`src/rtl/combo_entry_ctrl.sv`:
```
// combo_entry_ctrl: keypad digit entry, password store/compare and failed-attempt lockout
module combo_entry_ctrl #(
    parameter int DIGITS         = 4,
    parameter int DIGIT_W        = 4,
    parameter int MAX_FAILS      = 3,
    parameter int LOCKOUT_CYCLES = 50_000_000,
    localparam int BW = DIGITS * DIGIT_W,
    localparam int CW = $clog2(DIGITS + 1),
    localparam int FW = $clog2(MAX_FAILS + 1),
    localparam int TW = $clog2(LOCKOUT_CYCLES + 1)
) (
    input  logic               clk,
    input  logic               reset_n,
    input  logic               setPW,
    input  logic               attPW,
    input  logic               digit_valid,
    input  logic [DIGIT_W-1:0] digit_in,
    input  logic               enter_pulse,
    input  logic               clear_pulse,
    output logic               match,
    output logic               key_inhibit,
    output logic [BW-1:0]      entry_buf,
    output logic [CW-1:0]      entry_cnt,
    output logic [FW-1:0]      fail_cnt,
    output logic               pw_set
);
    typedef enum logic [1:0] {IDLE, COLLECT, LOCKOUT} state_e;
    state_e state_q, state_d;
    logic [BW-1:0] buf_q, buf_d, pw_q, pw_d;
    logic [CW-1:0] cnt_q, cnt_d;
    logic [FW-1:0] fail_q, fail_d;
    logic [TW-1:0] tmr_q, tmr_d;
    logic match_q, match_d, pw_set_q, pw_set_d;
    logic armed, in_col, full, enter_ev, clear_ev, digit_ev, lock_go, tmr_done;
    assign armed    = setPW | attPW;
    assign in_col   = (state_q == COLLECT) && armed;
    assign full     = cnt_q == CW'(DIGITS);
    // enter beats clear beats digit; the loser in a shared cycle is dropped
    assign enter_ev = in_col && enter_pulse;
    assign clear_ev = in_col && clear_pulse && !enter_pulse;
    assign digit_ev = in_col && digit_valid && !enter_pulse && !clear_pulse && !full;
    assign lock_go  = enter_ev && !setPW && !match_q && (fail_q + FW'(1) == FW'(MAX_FAILS));
    assign tmr_done = tmr_q == TW'(LOCKOUT_CYCLES - 1);
    always_ff @(posedge clk or negedge reset_n) begin
        if (!reset_n) state_q <= IDLE;
        else          state_q <= state_d;
    end
    always_comb begin
        state_d = state_q;
        case (state_q)
            IDLE:    state_d = armed ? COLLECT : IDLE;
            COLLECT: state_d = lock_go ? LOCKOUT : (armed ? COLLECT : IDLE);
            LOCKOUT: state_d = tmr_done ? IDLE : LOCKOUT;
            default: state_d = IDLE;
        endcase
    end
    always_comb begin
        key_inhibit = state_q == LOCKOUT;
    end
    always_comb begin
        buf_d    = buf_q;
        cnt_d    = cnt_q;
        pw_d     = pw_q;
        pw_set_d = pw_set_q;
        fail_d   = fail_q;
        tmr_d    = (state_q == LOCKOUT && !tmr_done) ? tmr_q + TW'(1) : '0;
        if ((state_q == IDLE && armed) || enter_ev || clear_ev) begin
            buf_d = '0;
            cnt_d = '0;
        end else if (digit_ev) begin
            buf_d = (buf_q << DIGIT_W) | BW'(digit_in);
            cnt_d = cnt_q + CW'(1);
        end
        if (enter_ev && setPW) begin
            pw_d     = buf_q;
            pw_set_d = 1'b1;
            fail_d   = '0;
        end else if (enter_ev) begin
            fail_d = match_q ? '0 : fail_q + FW'(1);
        end
        if (state_q == LOCKOUT && tmr_done) fail_d = '0;
        // only meaningful while the entry stays in COLLECT across this edge
        match_d = (state_q == COLLECT) && (state_d == COLLECT) && full && pw_set_q && (buf_q == pw_q);
    end
    always_ff @(posedge clk or negedge reset_n) begin
        if (!reset_n) begin
            buf_q    <= '0;
            cnt_q    <= '0;
            pw_q     <= '0;
            pw_set_q <= 1'b0;
            fail_q   <= '0;
            tmr_q    <= '0;
            match_q  <= 1'b0;
        end else begin
            buf_q    <= buf_d;
            cnt_q    <= cnt_d;
            pw_q     <= pw_d;
            pw_set_q <= pw_set_d;
            fail_q   <= fail_d;
            tmr_q    <= tmr_d;
            match_q  <= match_d;
        end
    end
    assign match     = match_q;
    assign entry_buf = buf_q;
    assign entry_cnt = cnt_q;
    assign fail_cnt  = fail_q;
    assign pw_set    = pw_set_q;
endmodule

```
`config.mk`:
```
export PLATFORM = sky130hd
export DESIGN_NAME = combo_entry_ctrl
export DESIGN_NICKNAME = d
export VERILOG_FILES = /design/src/rtl/combo_entry_ctrl.sv
export SDC_FILE = /design/constraint.sdc
export NUM_CORES = 1
export LEC_CHECK = 0
export ABC_AREA = 1
export BUFFER_PORTS_ARGS = -buffer_cell sky130_fd_sc_hd__buf_2
export CAP_MARGIN = 20
export CORE_ASPECT_RATIO = 1.2
export CORE_MARGIN = 4
export CORE_UTILIZATION = 53
export CTS_CLUSTER_DIAMETER = 80
export CTS_CLUSTER_SIZE = 14
export DETAILED_ROUTE_END_ITERATION = 6
export PLACE_DENSITY = 0.85
export SLEW_MARGIN = 0
export SYNTH_ARGS = -nofsm -noshare
export SYNTH_HDL_FRONTEND = slang
export SYNTH_SLANG_ARGS = --single-unit
```
`constraint.sdc`:
```
create_clock -name clk -period 1.5 [get_ports clk]
set_clock_uncertainty 0.15 [all_clocks]
set_input_delay 0.15 -clock clk [delete_from_list [all_inputs] [get_ports clk]]
set_output_delay 0.15 -clock clk [all_outputs]
set_load 0.005 [all_outputs]
```
==> impl_metrics.toml, run 1 <==
[job]
cap_viol_max_count = 0

[synth]
synth_seq_cells = 67
synth_top_area_share_pct = 48.08
avgSynthCellArea_um2 = 7.295
synthCells = 478
ys_warn_count = 0
yosysUniqueCellTypes = 26
synth_area_mm2 = 0.003487
synth_area_leader_cell = "dfrtp_1"
synth.area.top_cells = "dfrtp_1, nand2_1, nor2_1, inv_1, nand3_1"
synth_fp_nets = 493
seq_area_frac_synth_pct = 48.08

[pwr]
p_seq_share_pct = 47.4
p_leak_uw = 0.002219
p_int_uw = 2975
swShare_pct = 26.43
power.density_mw_per_mm2 = 856.8
clkPwrFrac_pct = 39.8
total_power_uw = 4045
power.switching_uw = 1069
ir_drop_mv = 0.7403
combPwrFrac_pct = 12.8

[grt]
grt_most_used_layer = "met2"
grt_pass1_vias = 3348
grt_max_degree = 68
met2_usage_pct = 40.70
antenna_found_initial = 0
grt_util_met1_pct = 28.56
grt_overflow_total = 0
grt_pass1_wl_mm = 14.95
track_usage_pct = 24.02
grt_use_met3_pct = 4.283

[cells_and_area]
layout_common_cells = "nand2_1, dfrtp_1, nor2_1, inv_1, buf_4"
nets = 588
n_fill_cell = 413
final_cells = 663
diodes = 0
area_growth_pct = 35.38
fin_util_pct = 73.69
drive_above_1_share_pct = 28.89
layout_commonest_cell = "nand2_1"

[clocking]
clk_pin_slew_ns = 0.07
cts_tree = "done"
cts_sinks = 67
h-tree-depth = 3
root_buffer = "clkbuf_8"
cts_made_buffers = 9
cts.path.max_buffers = 2
clkLatencyLatePin_ns = 0.35

[place]
dpl.hpwl_mm = 5.853
placed_cells = 632
io_buffers = 34
gp_congestion = 0.9139

[critical_path]
worstSetupStartpointType = "flop"
worstPathArrival_ns = 1.76
cp_max_fo = 2
crit_type = "flop to flop"
end_kind = "flop"
worstPathRequired_ns = 1.62

[timing]
period_share_pct = 109.1
worstMarginPinSlew_ns = 0.3598
setup_violations = 48
setup_ws_ns = -0.1365
whs_ns = 0.05446
drv_slew = 0
final_hold_viol_count = 0
fin_crit_ns = 1.636
finalSetupTns_ns = -2.491
rsz0062_at_grt = "yes"
clock.fmax_mhz = 611.1
timing.slew.headroom_pct = 76.01

[floorplan]
die_w_um = 82.05
core_area_mm2 = 0.006406
io_pins = 35
start_util_pct = 54.43
num_rows = 32
die_y_um = 96.86
die_area_mm2 = 0.007946

[drt]
wl_per_cell_um = 15.24
vias_per_cell = 5.311
routed_wl_mm = 10.10
initialDrtViolationCount = 289
routed-via-count = 3521
firstDrtPassIters = 6
drc_errors = 0
postRouteAntennaNets = 0

[min_path]
hp-class = "input port to flop"

[outcome]
status = "complete, but fails checks"
violations = "negative setup slack"
[worst max-delay path: stages (launching register included)]
cell and delay, ns:
dfrtp_1 0.41, inv_2 0.10, ha_4 0.14, nand2_4 0.06, inv_2 0.07, nand2_2 0.06
nor2_2 0.10, nand2_1 0.08, nor2_2 0.13, nand3_1 0.09, nor2_1 0.16
[power groups by stage]
stage / clock [uW] / combinational, uW / sequential (uW)
2_1_floorplan: 0 / 202 / 1940
3_5_place_dp: 0 / 401 / 1930
3_3_place_gp: 0 / 383 / 1930
4_1_cts: 1610 / 427 / 1900
6_report: 1610 / 518 / 1920
5_1_grt: 1700 / 572 / 1920
[flip-flops by register name, indices dropped and copies added (netlist names)]
| register | flops |
|---|---|
| match | 1 |
| pw_q | 16 |
| pw_set | 1 |
| entry_cnt | 3 |
| tmr_q | 26 |
| fail_cnt | 2 |
| state_q | 2 |
| entry_buf | 16 |
[kinds of logic after synthesis]
| logic type | count (synthesis) | share of synthesized area (%) |
|---|---|---|
| and+or+nand+nor | 282 | 32.58 |
| xor gates and xnor gates | 16 | 4.019 |
| DFF | 67 | 48.08 |
| AOI/OAI and AO/OA | 37 | 5.418 |
| buffers and inverters | 72 | 8.468 |
| adders and majority gates | 4 | 1.435 |
[final timing paths]
kind                               to  slack [ns]         start  depth (start not counted)
min in group asynchronous   tmr_q[22]        0.21       reset_n                          3
setup / recovery                match       -0.14  entry_cnt[0]                         10
hold / removal             state_q[1]        0.05         setPW                          4
max in group asynchronous  state_q[0]        0.68       reset_n                          3
setup reg to reg                match       -0.14  entry_cnt[0]                         10
hold reg to reg                pw_set        0.35        pw_set                          2
[routing by layer]
| layer | vias up | share of wire [%] |
|---|---|---|
| met5 | - | 0 |
| met4 | 0 | 3.5 |
| met3 | 40 | 5.0 |
| met2 | 139 | 55 |
| met1 | 1698 | 37 |
| li1 | 1644 | - |
[cell usage after synthesis (all sizes together)]
cell type and instances:
a21oi 2, and2 2, buf 8, dfrtp 67
ha 4, inv 64, nand2 164, nand3 26
nand3b 1, nand4 1, nor2 87, nor3 1
o21ai 35, xnor2 7, xor2 9
[final cells by class]
| class | count | area [um2] | area share (%) |
|---|---|---|---|
| flip-flops and latches | 67 | 1680 | 35.59 |
| repair buffers | 92 | 730.7 | 15.48 |
| inverters | 64 | 242.7 | 5.142 |
| well taps | 85 | 106.4 | 2.253 |
| clock inverters | 4 | 47.55 | 1.007 |
| clock buffers | 12 | 165.2 | 3.499 |
| multi-input cells | 339 | 1748 | 37.03 |
[stage by stage]
stage,instance area (um2),setup WS (ns)
2_1_floorplan,3511,-0.02080
3_3_place_gp,4111,-0.02547
3_5_place_dp,4111,-0.07670
4_1_cts,4492,-0.06270
5_1_grt,4721,-0.1768
6_report,4721,-0.1365
[what timing repair did]
action,CTS,global route
gates cloned,1,2
hold buffers,5,0
resized for setup,26,64
endpoints found under the setup margin,47,64
buffers inserted,4,3
pin swaps,5,10
hold endpoints to repair,71,0
(Power assumes the default switching activity.)
==> inputs of run 2 (changes only) <==
ABC_AREA = unset   (was 1)
==> run 2 against run 1 <==
The flow still finishes with violations (negative setup slack). Largest power group unchanged. Total power rose by 1.1%. Critical path type unchanged. Clock power barely moved. Synthesized cell count fell by 39%.
==> impl_metrics.toml, run 2 <==
[synth]
synth_top_area_share_pct = 51.58
synth_common_cells = "dfrtp_1, nor2_1, xnor2_1"
synth_fp_nets = 305
synth_flop_cell = "dfrtp_1"
synth.most_common_cell = "dfrtp_1"
ys_warn_count = 0
yosysUniqueCellTypes = 44
synth_edf_count = 0
synthCells = 290
synth_seq_cells = 67
synth.area.top_cells = "dfrtp_1, mux2_2, xnor2_1, a22o_1, nand4_1"
seq_area_frac_synth_pct = 51.58
synth_area_mm2 = 0.003251
synth_area_leader_cell = "dfrtp_1"
async_reset_ff_share_pct = 100.0
avgSynthCellArea_um2 = 11.21

[drt]
postRouteAntennaNets = 0
firstDrtPassIters = 5
wl_per_cell_um = 20.68
drc_errors = 0
routed-via-count = 3103
initialDrtViolationCount = 202
routed_wl_mm = 10.47
vias_per_cell = 6.132

[outcome]
violations = "negative setup slack"
status = "complete, but fails checks"

[grt]
grt_max_degree = 68
grt_overflow_total = 0
antenna_found_initial = 0
track_usage_pct = 28.32
grt_pass1_wl_mm = 16.00
grt_pass1_vias = 3267

[cells_and_area]
layout_common_cells = "buf_4, dfrtp_1, buf_2, nor2_1, mux2_2"
largest_reg_flops = 26
area_growth_pct = 43.11
final_cells = 506
n_fill_cell = 332
nets = 434
diodes = 0
layout_commonest_cell = "buf_4"
design_area_mm2 = 0.004652
largest_register = "tmr_q"
drive_above_1_share_pct = 43.63

[place]
placed_cell_area_mm2 = 0.004119
dp_slack_ns = -0.6083
io_buffers = 34
gp_congestion = 0.8813
placed_cells = 475
dpl.hpwl_mm = 5.705

[timing]
setup_ws_ns = -0.6656
worstMarginPinSlew_ns = 0.3605
final_hold_viol_count = 0
setup_violations = 49
fin_crit_ns = 2.166
finalSetupTns_ns = -22.10
drv_slew = 0
period_share_pct = 144.4
clock.fmax_mhz = 461.8
rsz0062_at_grt = "yes"
timing.slew.headroom_pct = 75.97

[job]
cap_viol_max_count = 0

[floorplan]
core_area_mm2 = 0.006012
die_y_um = 93.79
start_util_pct = 54.07
num_rows = 31
die_w_um = 79.49
die_area_mm2 = 0.007455
io_pins = 35

[critical_path]
worstPathRequired_ns = 1.59
end_kind = "flop"
crit_type = "flop to flop"
worstPathArrival_ns = 2.25
r2r_cells = 6
worstSetupStartpointType = "flop"
cp_max_fo = 2

[clocking]
h-tree-depth = 3
cts.path.max_buffers = 2
clk_pin_slew_ns = 0.08
cts_tree = "done"
root_buffer = "clkbuf_8"
cts_sinks = 67
clkLatencyLatePin_ns = 0.36
cts_made_buffers = 9

[pwr]
ir_drop_mv = 0.9148
p_leak_uw = 0.002187
power.density_mw_per_mm2 = 878.6

[min_path]
hp-class = "input port to flop"
min_delay_path_depth = 3
[run 2: cell count changes in the layout (fill, tap and decap cells not counted), sizes merged, moves of 13 or more]
cell   delta
o21ai    -32
nand2   -151
nand3    -15
a22o     +15
nand4    +13
inv      -56
buf      +39
nor2     -68
mux2     +17
[run 2: final cells by class]
type                    count  area, um2  area share [%]
flip-flops and latches     67       1678           36.07
clock buffers              10      137.6           2.959
repair buffers            130       1040           22.35
inverters                   8      30.03          0.6455
well taps                  82      102.6           2.205
multi-input cells         203       1599           34.37
clock inverters             6      65.06           1.399
[run 2: through the flow]
stage                     utilization (%)  total power (uW)  hold WS, ns
after floorplan                         -              2149      -0.2956
after global placement              68.51              2343      0.04022
after detailed placement            68.51              2369      0.04543
after CTS                           75.82              4004      0.02010
after global routing                77.38              4230      0.08554
final                               77.38              4087      0.07273
[run 2: worst max-delay path: stages, from the launching register on]
cell     delay, ns
dfrtp_1       0.39
or4_1         0.50
or4_4         0.45
buf_4         0.15
buf_4         0.13
nor3_4        0.16
a21oi_1       0.11
[run 2: kinds of logic after synthesis]
kind of cell / Yosys count / share of synthesized area (%)
buf+inv: 20 / 3.271
fa+ha+maj: 4 / 1.540
flops: 67 / 51.58
mux: 21 / 7.121
simple gates: 104 / 18.32
xor+xnor: 28 / 7.544
compound gates: 46 / 10.62
[run 2: worst paths after layout]
kind	from	endpoint	slack (ns)
setup reg to reg	tmr_q[8]	fail_cnt[0]	-0.67
min in group asynchronous	reset_n	tmr_q[16]	0.19
setup / recovery	tmr_q[8]	fail_cnt[0]	-0.67
hold / removal	attPW	state_q[0]	0.07
max in group asynchronous	reset_n	pw_q[4]	0.72
hold reg to reg	pw_q[6]	pw_q[6]	0.39
[run 2: timing repair]
action | CTS | global route
setup buffers | 7 | 3
endpoints found under the hold margin | 72 | 0
resized for setup | 22 | 16
gates cloned | 2 | 0
hold buffers | 6 | 0
pin swaps | 16 | 9
endpoints found under the setup margin | 49 | 51
[run 2: layer usage]
metal / vias up / global-route usage, % / wire [um]
met2: 174 / 47.63 / 5502
met4: 0 / 16.62 / 566
met1: 1536 / 31.76 / 3725
met3: 55 / 7.869 / 670
met5: - / 0 / 0
li1: 1338 / - / -
[run 2: power by group]
part	internal (uW)	switching, uW	leakage (uW)
clock network	812	765	0.000102
logic	296	303	0.00116
registers	1860	55.1	0.000923
==> inputs of run 3 (changes only) <==
SKIP_CTS_REPAIR_TIMING = 1   (was unset)
SKIP_LAST_GASP = 1   (was unset)
==> run 3 against run 2 <==
The run still ends with negative setup slack left. Clock power barely moved. Hold slack improved by 0.027 ns. Largest cell class unchanged. Sequential share of layout area rose by 0.38 points. Die area did not move. Register-to-register slack barely moved. Via count fell by 3.2%. Routed wire length fell by 2.7%. Non-clock buffer count fell by 2. Global-route usage fell by 2.9 points. Highest routed layer unchanged. First-iteration DRC count rose by 11%. Total power fell by 0.26%.
==> impl_metrics.toml, run 3 (synthesized netlist as in run 2, its figures left out) <==
[outcome]
status = "complete, but fails checks"
violations = "negative setup slack"

[place]
io_buffers = 34
gp_congestion = 0.8813
dpl.hpwl_mm = 5.705

[timing]
rsz0062_at_grt = "yes"
final_hold_viol_count = 0
drv_slew = 0
worstMarginPinSlew_ns = 0.3652
period_share_pct = 144.3
whs_ns = 0.09965
timing.slew.headroom_pct = 75.66
setup_violations = 65
setup_ws_ns = -0.6645
fin_crit_ns = 2.164
clock.fmax_mhz = 462.0

[critical_path]
r2r_cells = 5
cp_max_fo = 13
end_kind = "flop"
r2r_slack_ns = -0.66
setup.worst_path.start = "tmr_q[7]"
worstSetupStartpointType = "flop"
worstPathRequired_ns = 1.58
r2r-end = "state_q[1]"
crit_chain = "or4_1 -> or4_4 -> o31ai_4 -> buf_6 -> nand2_1"
cp.depth = 5
r2r-start = "tmr_q[7]"
critical_path.top_delay_family = "simple AND/OR/NAND/NOR gates"
critPathSlowestCell = "or4_1"
slowest_delay_ns = 0.51
crit_end = "state_q[1]"
worstPathArrival_ns = 2.24
crit_buf_inv = 1
crit_type = "flop to flop"

[grt]
grt_pass1_vias = 3034
antenna_found_initial = 0
grt_pass1_wl_mm = 14.50
track_usage_pct = 25.40
grt_overflow_total = 0
grt_max_degree = 68

[min_path]
hp-class = "input port to flop"

[clocking]
cts_made_buffers = 9
clkLatencyLatePin_ns = 0.35
clk_pin_slew_ns = 0.08
root_buffer = "clkbuf_8"
cts_sinks = 67
cts.path.max_buffers = 2
h-tree-depth = 3
cts_tree = "done"

[drt]
firstDrtPassIters = 5
wl_per_cell_um = 20.20
drc_errors = 0
vias_per_cell = 5.960
postRouteAntennaNets = 0
routed_wl_mm = 10.18
initialDrtViolationCount = 225
routed-via-count = 3004

[cells_and_area]
diodes = 0
drive_above_1_share_pct = 43.36
layout_common_cells = "buf_4, dfrtp_1, buf_2, nor2_1, mux2_2"
layout.area.seq_mm2 = 0.001678
largest_register = "tmr_q"
n_fill_cell = 349
largest_reg_flops = 26
area_growth_pct = 41.61
multi_input_area_mm2 = 0.001603
layout_commonest_cell = "buf_4"
nets = 432

[floorplan]
die_w_um = 79.49
io_pins = 35
die_area_mm2 = 0.007455
num_rows = 31
core_area_mm2 = 0.006012
die_y_um = 93.79
start_util_pct = 54.07

[job]
cap_viol_max_count = 0

[pwr]
total_power_uw = 4077
ir_drop_mv = 0.8411
power.density_mw_per_mm2 = 885.7
p_leak_uw = 0.002168
run 3: power breakdown:
part,switching [uW],total [uW],internal [uW]
clock network,763,1580,813
logic,298,589,291
registers,56.2,1910,1860
total,1120,4080,2960
run 3: worst min path at each step:
stage / start / end / slack, ns / depth (start not counted)
final: attPW / state_q[0] / 0.1 / 3
after detailed placement: reset_n / tmr_q[18] / 0.05 / 2
after floorplan: reset_n / entry_buf[0] / -0.30 / 0
after global routing: attPW / state_q[0] / 0.09 / 3
after CTS: reset_n / tmr_q[21] / -0.33 / 2
after global placement: reset_n / tmr_q[18] / 0.04 / 2
run 3: metrics by stage:
step	cells	util (%)	setup slack (ns)	area [um2]	TNS, ns
6_report	504	76.57	-0.6645	4603	-20.01
4_1_cts	491	71.88	-0.6278	4322	-19.86
3_5_place_dp	475	68.51	-0.6083	4119	-18.17
2_1_floorplan	290	-	-0.6697	3302	-18.24
3_3_place_gp	475	68.51	-0.5825	4119	-16.83
5_1_grt	504	76.57	-0.7270	4603	-23.43
run 3: worst reg2reg max path: cells and delay by family (launching register included):
kind                   cells  cell delay, ns
AOI/OAI and AO/OA          1            0.27
buffers and inverters      1            0.21
and+or+nand+nor            3            1.05
DFF                        1            0.38
run 3: per-layer routing:
layer  part of all wire (%)  track usage [%]  vias up
met2                     54            43.31      130
met1                     37            29.37     1508
li1                       -                -     1324
met4                    4.0            12.03        0
met5                      0                0        -
met3                    4.7            6.814       42
run 3: cell type report:
cell class	instances	area share (%)
clock buffers	10	2.990
repair buffers	128	21.45
clock inverters	6	1.413
well taps	82	2.229
flip-flops and latches	67	36.45
inverters	8	0.6524
multi-input cells	203	34.82
